File: config.mk
export PLATFORM = sky130hd
export DESIGN_NAME = keypad_scanner
export DESIGN_NICKNAME = d
export VERILOG_FILES = /design/src/rtl/keypad_scanner.sv
export SDC_FILE = /design/constraint.sdc
export NUM_CORES = 1
export LEC_CHECK = 0
export ABC_AREA = 1
export CAP_MARGIN = 10
export CORE_AREA = 4 4 81 83
export DETAILED_ROUTE_END_ITERATION = 16
export DIE_AREA = 0 0 85 87
export HOLD_SLACK_MARGIN = 0.06
export PLACE_DENSITY_LB_ADDON = 0.08
export SKIP_CTS_REPAIR_TIMING = 1
export SLEW_MARGIN = 20
export SYNTH_ARGS = -nofsm -noshare
export SYNTH_HDL_FRONTEND = slang
export SYNTH_SLANG_ARGS = --single-unit
File: constraint.sdc
create_clock -name clk -period 1.84 [get_ports clk]
set_clock_uncertainty 0.05 [all_clocks]
set_input_delay 0.184 -clock clk [delete_from_list [all_inputs] [get_ports clk]]
set_output_delay 0.184 -clock clk [all_outputs]
set_load 0.01 [all_outputs]
File: src/rtl/keypad_scanner.sv
// 4x3 matrix keypad scanner: one-hot row drive, 2-flop column sync, frame-based press/release debounce.
// Latency: outputs settle one cycle after the row-3 sample edge of the deciding frame (frame = 4*SCAN_DIV cycles).
// No backpressure: key_valid is a single-cycle pulse and the consumer must take it when it appears.
module keypad_scanner #(
  parameter int SCAN_DIV       = 1000000,
  parameter int DEBOUNCE_SCANS = 3
) (
  input  logic       clk,
  input  logic       rst_n,
  input  logic [2:0] col,
  output logic [3:0] row,
  output logic [3:0] key_code,
  output logic       key_valid,
  output logic       key_held,
  output logic       multi_err
);

  localparam int            DW        = (SCAN_DIV > 1) ? $clog2(SCAN_DIV) : 1;
  localparam int            CW        = $clog2(DEBOUNCE_SCANS + 1);
  localparam logic [DW-1:0] DWELL_MAX = DW'(SCAN_DIV - 1);
  localparam logic [CW-1:0] DEB_N     = CW'(DEBOUNCE_SCANS);
  localparam logic [3:0]    NO_KEY    = 4'd15;

  // Classification of one complete scan frame.
  typedef enum logic [1:0] {
    FRM_NONE   = 2'd0,
    FRM_SINGLE = 2'd1,
    FRM_MULTI  = 2'd2
  } frm_t;

  typedef enum logic [1:0] {
    S_IDLE    = 2'd0,
    S_CONFIRM = 2'd1,
    S_HELD    = 2'd2,
    S_RELEASE = 2'd3
  } state_t;

  // Physical keypad position to key code; row 3 carries '*', '0', '#'.
  function automatic logic [3:0] key_map(input logic [1:0] ri, input logic [1:0] ci);
    logic [3:0] code;
    if (ri == 2'd3) begin
      case (ci)
        2'd0:    code = 4'd10;
        2'd1:    code = 4'd0;
        default: code = 4'd11;
      endcase
    end else begin
      code = ({2'b00, ri} * 4'd3) + {2'b00, ci} + 4'd1;
    end
    return code;
  endfunction

  // ---------------------------------------------------------------------------
  // Column synchronizer
  // ---------------------------------------------------------------------------
  logic [2:0] r_col_s1;
  logic [2:0] r_col_s2;

  // Two-flop synchronizer on the asynchronous column lines.
  always_ff @(posedge clk) begin
    if (!rst_n) begin
      r_col_s1 <= 3'b000;
      r_col_s2 <= 3'b000;
    end else begin
      r_col_s1 <= col;
      r_col_s2 <= r_col_s1;
    end
  end

  // ---------------------------------------------------------------------------
  // Row dwell counter and row rotation
  // ---------------------------------------------------------------------------
  logic [DW-1:0] r_dwell;
  logic [1:0]    r_row_idx;
  logic [3:0]    r_row;
  logic          w_sample;
  logic          w_frame_end;

  // The last dwell cycle of a row is the one whose closing edge captures that row.
  assign w_sample    = (r_dwell == DWELL_MAX);
  assign w_frame_end = w_sample && (r_row_idx == 2'd3);

  // Dwell counter wraps at SCAN_DIV-1; the row advances on the same edge the sample is taken.
  always_ff @(posedge clk) begin
    if (!rst_n) begin
      r_dwell   <= '0;
      r_row_idx <= 2'd0;
      r_row     <= 4'b0001;
    end else if (w_sample) begin
      r_dwell   <= '0;
      r_row_idx <= r_row_idx + 2'd1;
      r_row     <= {r_row[2:0], r_row[3]};
    end else begin
      r_dwell   <= r_dwell + DW'(1);
    end
  end

  // ---------------------------------------------------------------------------
  // Per-frame accumulation
  // ---------------------------------------------------------------------------
  logic [1:0] r_acc_cnt;   // keys seen so far this frame, saturating at 2
  logic [3:0] r_acc_code;  // code of the most recent lone key seen this frame
  logic [1:0] w_pc;
  logic [3:0] w_samp_code;
  logic [1:0] w_base_cnt;
  logic [3:0] w_base_code;
  logic [2:0] w_sum;
  logic [1:0] w_acc_cnt_nxt;
  logic [3:0] w_acc_code_nxt;

  // Fold the current row's synchronized columns into the frame totals; row 0 starts afresh.
  always_comb begin
    w_pc        = {1'b0, r_col_s2[0]} + {1'b0, r_col_s2[1]} + {1'b0, r_col_s2[2]};
    w_samp_code = NO_KEY;
    case (r_col_s2)
      3'b001:  w_samp_code = key_map(r_row_idx, 2'd0);
      3'b010:  w_samp_code = key_map(r_row_idx, 2'd1);
      3'b100:  w_samp_code = key_map(r_row_idx, 2'd2);
      default: w_samp_code = NO_KEY;
    endcase
    w_base_cnt  = r_acc_cnt;
    w_base_code = r_acc_code;
    if (r_row_idx == 2'd0) begin
      w_base_cnt  = 2'd0;
      w_base_code = NO_KEY;
    end
    w_sum          = {1'b0, w_base_cnt} + {1'b0, w_pc};
    w_acc_cnt_nxt  = (w_sum >= 3'd2) ? 2'd2 : w_sum[1:0];
    w_acc_code_nxt = (w_pc == 2'd1) ? w_samp_code : w_base_code;
  end

  logic       r_frm_vld;
  frm_t       r_frm_kind;
  logic [3:0] r_frm_code;

  // Hold accumulators between samples and register the frame verdict at the row-3 sample.
  always_ff @(posedge clk) begin
    if (!rst_n) begin
      r_acc_cnt  <= 2'd0;
      r_acc_code <= NO_KEY;
      r_frm_vld  <= 1'b0;
      r_frm_kind <= FRM_NONE;
      r_frm_code <= NO_KEY;
    end else begin
      r_frm_vld <= w_frame_end;
      if (w_sample) begin
        r_acc_cnt  <= w_acc_cnt_nxt;
        r_acc_code <= w_acc_code_nxt;
      end
      if (w_frame_end) begin
        r_frm_code <= w_acc_code_nxt;
        case (w_acc_cnt_nxt)
          2'd0:    r_frm_kind <= FRM_NONE;
          2'd1:    r_frm_kind <= FRM_SINGLE;
          default: r_frm_kind <= FRM_MULTI;
        endcase
      end
    end
  end

  // ---------------------------------------------------------------------------
  // Debounce FSM
  // ---------------------------------------------------------------------------
  state_t        r_state;
  state_t        w_state_nxt;
  logic [3:0]    r_cand;
  logic [3:0]    w_cand_nxt;
  logic [CW-1:0] r_cnt;
  logic [CW-1:0] w_cnt_nxt;
  logic [CW-1:0] w_cnt_inc;
  logic [3:0]    r_key_code;
  logic [3:0]    w_key_code_nxt;
  logic          r_key_valid;
  logic          w_key_valid_nxt;
  logic          r_key_held;
  logic          w_key_held_nxt;
  logic          r_multi_err;
  logic          w_multi_err_nxt;
  logic          w_accept;

  // FSM state and output registers.
  always_ff @(posedge clk) begin
    if (!rst_n) begin
      r_state     <= S_IDLE;
      r_cand      <= NO_KEY;
      r_cnt       <= '0;
      r_key_code  <= NO_KEY;
      r_key_valid <= 1'b0;
      r_key_held  <= 1'b0;
      r_multi_err <= 1'b0;
    end else begin
      r_state     <= w_state_nxt;
      r_cand      <= w_cand_nxt;
      r_cnt       <= w_cnt_nxt;
      r_key_code  <= w_key_code_nxt;
      r_key_valid <= w_key_valid_nxt;
      r_key_held  <= w_key_held_nxt;
      r_multi_err <= w_multi_err_nxt;
    end
  end

  // Next-state logic; only advances when a frame verdict is present.
  always_comb begin
    w_state_nxt     = r_state;
    w_cand_nxt      = r_cand;
    w_cnt_nxt       = r_cnt;
    w_cnt_inc       = r_cnt + CW'(1);
    w_key_code_nxt  = r_key_code;
    w_key_valid_nxt = 1'b0;
    w_key_held_nxt  = r_key_held;
    w_multi_err_nxt = r_multi_err;
    w_accept        = 1'b0;

    if (r_frm_vld) begin
      w_multi_err_nxt = (r_frm_kind == FRM_MULTI);
      case (r_state)
        S_IDLE: begin
          if (r_frm_kind == FRM_SINGLE) begin
            w_cand_nxt = r_frm_code;
            w_cnt_nxt  = CW'(1);
            if (DEB_N == CW'(1)) begin
              w_accept = 1'b1;
            end else begin
              w_state_nxt = S_CONFIRM;
            end
          end
        end
        S_CONFIRM: begin
          if (r_frm_kind == FRM_SINGLE) begin
            if (r_frm_code == r_cand) begin
              w_cnt_nxt = w_cnt_inc;
              if (w_cnt_inc == DEB_N) begin
                w_accept = 1'b1;
              end
            end else begin
              // A different lone key restarts the confirmation window.
              w_cand_nxt = r_frm_code;
              w_cnt_nxt  = CW'(1);
            end
          end else begin
            w_state_nxt = S_IDLE;
          end
        end
        S_HELD: begin
          // Any key activity, including a second key, just keeps the hold alive.
          if (r_frm_kind == FRM_NONE) begin
            if (DEB_N == CW'(1)) begin
              w_key_held_nxt = 1'b0;
              w_state_nxt    = S_IDLE;
            end else begin
              w_cnt_nxt   = CW'(1);
              w_state_nxt = S_RELEASE;
            end
          end
        end
        S_RELEASE: begin
          if (r_frm_kind == FRM_NONE) begin
            w_cnt_nxt = w_cnt_inc;
            if (w_cnt_inc == DEB_N) begin
              w_key_held_nxt = 1'b0;
              w_state_nxt    = S_IDLE;
            end
          end else begin
            w_state_nxt = S_HELD;
          end
        end
        default: w_state_nxt = S_IDLE;
      endcase

      if (w_accept) begin
        w_key_code_nxt  = w_cand_nxt;
        w_key_valid_nxt = 1'b1;
        w_key_held_nxt  = 1'b1;
        w_state_nxt     = S_HELD;
      end
    end
  end

  assign row       = r_row;
  assign key_code  = r_key_code;
  assign key_valid = r_key_valid;
  assign key_held  = r_key_held;
  assign multi_err = r_multi_err;

endmodule

# Word-level counts from Yosys, hierarchy flattened
# Index checks and enable logic that the tools add are counted.
# Widths: inputs -> output; s select.
# word_totals
in_bits	5
latch_bits	0
register_bits	60
mem_count	0
word_cells	101
rom_bits	0
mem_bits_rw	0
# classes
n_bitwise	1
n_lt_le_gt_ge	1
n_mul	1
n_addsub	10
muxes	35
div	0
n_eq_ne	22
n_reduce_logical	14
shifts	0
# ops
operator	n
$mux 4	8
$mux 2	12
$add 20x1->20 const B	1
$eq 20x20->1 const B	1
$pmux 2 s4	2
$add 4x1->4 const B	3
$pmux 4 s3	1
$eq 2x2->1 const B	5
$mux 1	10
$reduce_and 5->1	2
$ne 3x3->1 const B	3
$eq 2x1->1 const B	4
$logic_not 2->1	4
$ne 2x2->1 const B	4
$pmux 4 s2	1
$reduce_bool 2->1	3
$add 2x1->2 const B	2
$add 4x2->4 const B	1
$eq 4x4->1	1
$mul 2x2->4 const B	1
$ne 4x4->1 const B	1
$pmux 2 s2	1
$reduce_and 2->1	2
$reduce_and 4->1	1
other kinds (10)	10

# Logic depth before layout (Yosys ltp)
# depth
ltp_word	9
mapped_depth	10
depth_no_buf	10

# Worst setup path before layout
# OpenSTA, ideal clock, no wires.
# synth_path
path_type	flip-flop to flip-flop
start	register r_col_s2[0]
end	register r_frm_kind[0]
n_path_buf	0
path_stages_with_launch	9
setup_slack_ps	-120
synth_period_minus_slack_ps	1960
arrival_ps	1845
cell_sequence	dfxtp_1 > fa_1 > ha_1 > inv_1 > fa_1 > nand2_1 > nor2_1 > o21ai_0 > nor2_1
# synth_between
elab_chain_len	7
# synth_lines
element	line	rtl
from (decl)	57	logic [2:0] r_col_s2;
from (signal assigned)	66	r_col_s2 <= r_col_s1;
$add 1x1->2 (*)	113	w_pc = {1'b0, r_col_s2[0]} + {1'b0, r_col_s2[1]} + {1'b0, r_col_s2[2]};
$add 2x1->2 (*)	113	
$add 2x2->3 (*)	127	w_sum = {1'b0, w_base_cnt} + {1'b0, w_pc};
$ge 3x2->1	128	w_acc_cnt_nxt = (w_sum >= 3'd2) ? 2'd2 : w_sum[1:0];
$mux 2 (*)	128	
$eq 2x1->1 or $logic_not 2->1 (tied branches)	152	case (w_acc_cnt_nxt)
$pmux 2 s2 (*)	152	
to (signal assigned)	153	2'd0: r_frm_kind <= FRM_NONE;
to (signal assigned)	154	2'd1: r_frm_kind <= FRM_SINGLE;
to (signal assigned)	155	default: r_frm_kind <= FRM_MULTI;
to (decl)	133	frm_t r_frm_kind;
# Every way passes the cells marked *; elsewhere a longest branch is shown, timed or not.
# A chain may end at the register's enable or synchronous reset.

# Worst setup path in the final report
# layout_path
start	register r_col_s2[2]
end	register r_frm_kind[0]
# layout_between
elab_chain_len	6
# layout_lines
element	line
$add 2x1->2 (*)	113
$add 2x2->3 (*)	127
$ge 3x2->1	128
$mux 2 (*)	128
$eq 2x1->1 or $logic_not 2->1 (tied branches)	152
$pmux 2 s2 (*)	152
# Marks and branches as above.

==> results.tsv <==
metric	value	unit
grt_pass1_vias	2581	
hold_path_end	r_col_s1[0]$_SDFF_PN0_	
tns	-0.622	ns
drtIter0Drc	157	
syn_to_final_growth	19.1	%
grt_max_degree	17	
synth_area_leaders	dfxtp_1, nand2_1, inv_1	
r2r_start	r_col_s2[2]$_SDFF_PN0_	
fillerInstances	549	
cts_max_level	3	
gp_congestion	0.841	
cts_buffers	9	
die_w	85	um
pin_count	16	
required	2.07	ns
die-area	7400	um^2
fin_crit_sh	1.11	
seqCellArea	1200	um^2
crit_path_end_kind	flip-flop	
placed_area	3370	um^2
synth_top_cell_by_area	dfxtp_1	
cp_max_fo	3	
powerDensity	785	nW/um^2
r2r_setup_slack	-0.21	ns
hold_class	in2reg	
drt-wirelength-per-cell	11.2	um
synth-async-reset-ratio	0	
synth.avg_cell_area	6.81	um^2
grt_pass1_wl	11300	um
yosysTopAreaCellShare	0.392	
worstPathArrival	2.28	ns
cts_sinks	60	
worstReg2RegEnd	r_frm_kind[0]$_SDFFE_PN0P_	
violations	setup timing	
slew_violations	0	
cp_slowest_stage_delay	0.55	ns
ir_drop	501	uV
outcome	finished with violations	
via_count	2804	
setup_violations	4	
ys_warn_count	0	
start_util	0.524	
crit_slowest_cell	fa_1	
crit_chain	fa_1 > ha_2 > inv_2 > fa_1 > nand2_2 > nor2_2 > o21ai_1 > nor2_1	
dp_hpwl	4540	um
cts.clk_slew.worst_paths	0.07	ns
p_leak	1.58	nW
num_rows	28	
final_common_cell	nand2_1	
drv_cap	0	
final_cell_mix	nand2_1, inv_1, nor2_1	
syn_area	3070	um^2
multi_input_area	1540	um^2
rr_worst_depth	8	
antennaDiodeCount	0	
ant_nets	0	
cts_buffer_depth	2	
drc	0	
whs	0.320	ns
finalHoldViolCount	0	
synth_nets	467	
hp-start	col[0]	
rsz0062_at_grt	yes	
routed_wl	6330	um
ys_seq_elements	60	
startpoint	r_col_s2[2]$_SDFF_PN0_	
grtUsageTotal	0.190	
cts_tree	done	
postSynthCellCount	450	
path_buf_inv	1	
synth_ff_type	dfxtp_1	
cts_root_buf	clkbuf_8	
dr.pass1.iters	4	
max_freq	0.489	GHz
overflow	0	
slew_headroom	0.767	
dieHeight	87	um
cp_top_family	adder cells	
synthDistinctLibCells	34	
holdPathStages	3	
fin_nets	501	
path_class	reg2reg	
synth_edf_count	0	
fin_crit	2.05	ns
coreArea	5850	um^2
via_per_inst	4.97	
start_kind	flip-flop	
seq_area_frac_synth	0.392	
drive_gt1_frac	0.125	
clock_latency	0.34	ns
path_common_cell	fa_1	
antenna_found_initial	0	
setup_ws	-0.207	ns
port_buffers	15	
p_total	0.00287	W
worst_pin_slew	0.349	ns
stdcell_area	3650	um^2
## kinds of logic (layout without fill, tap and decap cells)
logic type | after synthesis | after routing | share of synthesized area
DFF | 60 | 60 | 0.392
AOI/OAI and AO/OA | 48 | 48 | 0.0853
buffers and inverters | 86 | 125 | 0.111
xor gates and xnor gates | 4 | 4 | 0.0114
adders and majority gates | 12 | 12 | 0.0539
and+or+nand+nor | 240 | 240 | 0.346
## through the flow
stage          utilization  cells  setup WS (ns)
2_1_floorplan            -    450         -0.115
3_3_place_gp         0.577    545         -0.144
3_5_place_dp         0.577    545         -0.169
4_1_cts              0.617    561         -0.177
5_1_grt              0.624    564         -0.340
6_report             0.624    564         -0.207
## worst max path at each step
stage,endpoint,slack [ns],cells after the start
global route,r_frm_kind[0]$_SDFFE_PN0P_,-0.34,8
detailed placement,r_frm_kind[0]$_SDFFE_PN0P_,-0.17,8
floorplan,r_frm_kind[0]$_SDFFE_PN0P_,-0.11,8
global placement,r_frm_kind[0]$_SDFFE_PN0P_,-0.14,8
CTS,r_frm_kind[0]$_SDFFE_PN0P_,-0.18,8
finish,r_frm_kind[0]$_SDFFE_PN0P_,-0.21,8
## per-layer routing
layer	wire [um]	track usage
met5	0	0
met4	136	0.101
met3	343	0.0322
met2	2780	0.293
met1	3070	0.254
## state kept, by name, indices dropped and copies added (netlist names), 3 cells and up
register,count
r_acc_code,4
key_code,4
r_col_s1,3
r_frm_code,4
r_col_s2,3
r_cand,4
row,4
r_dwell,20
## power by group
part,switching (W),leakage [nW],total (W),internal [W]
registers,0.00000612,0.487,0.00132,0.00131
logic,0.0000622,0.982,0.000107,0.0000450
clock network,0.000549,0.115,0.00144,0.000894
## cells in the mapped netlist, drive strengths merged, types with 3 or more instances
cell type  count
dfxtp         60
nor3          14
a21oi         22
nand2        114
clkbuf         3
o211ai         7
ha            10
or2            4
nor2          68
nand4          7
inv           77
o21ai         16
nand3         29
xor2           3
buf            5
## layout make-up
class                           count  area share
Clock inverter                      7      0.0315
Tap cell                           75      0.0257
Multi-Input combinational cell    304       0.421
Sequential cell                    60       0.329
Inverter                           78      0.0808
Clock buffer                        9      0.0339
Timing Repair Buffer               31      0.0774
## worst reg2reg max path, cell delays in order, from the launching register on
cell and delay, ns:
dfxtp_2 0.33, fa_1 0.55, ha_2 0.17, inv_2 0.03, fa_1 0.50, nand2_2 0.08
nor2_2 0.12, o21ai_1 0.07, nor2_1 0.09
No activity file was read; power rests on OpenSTA's default activity.
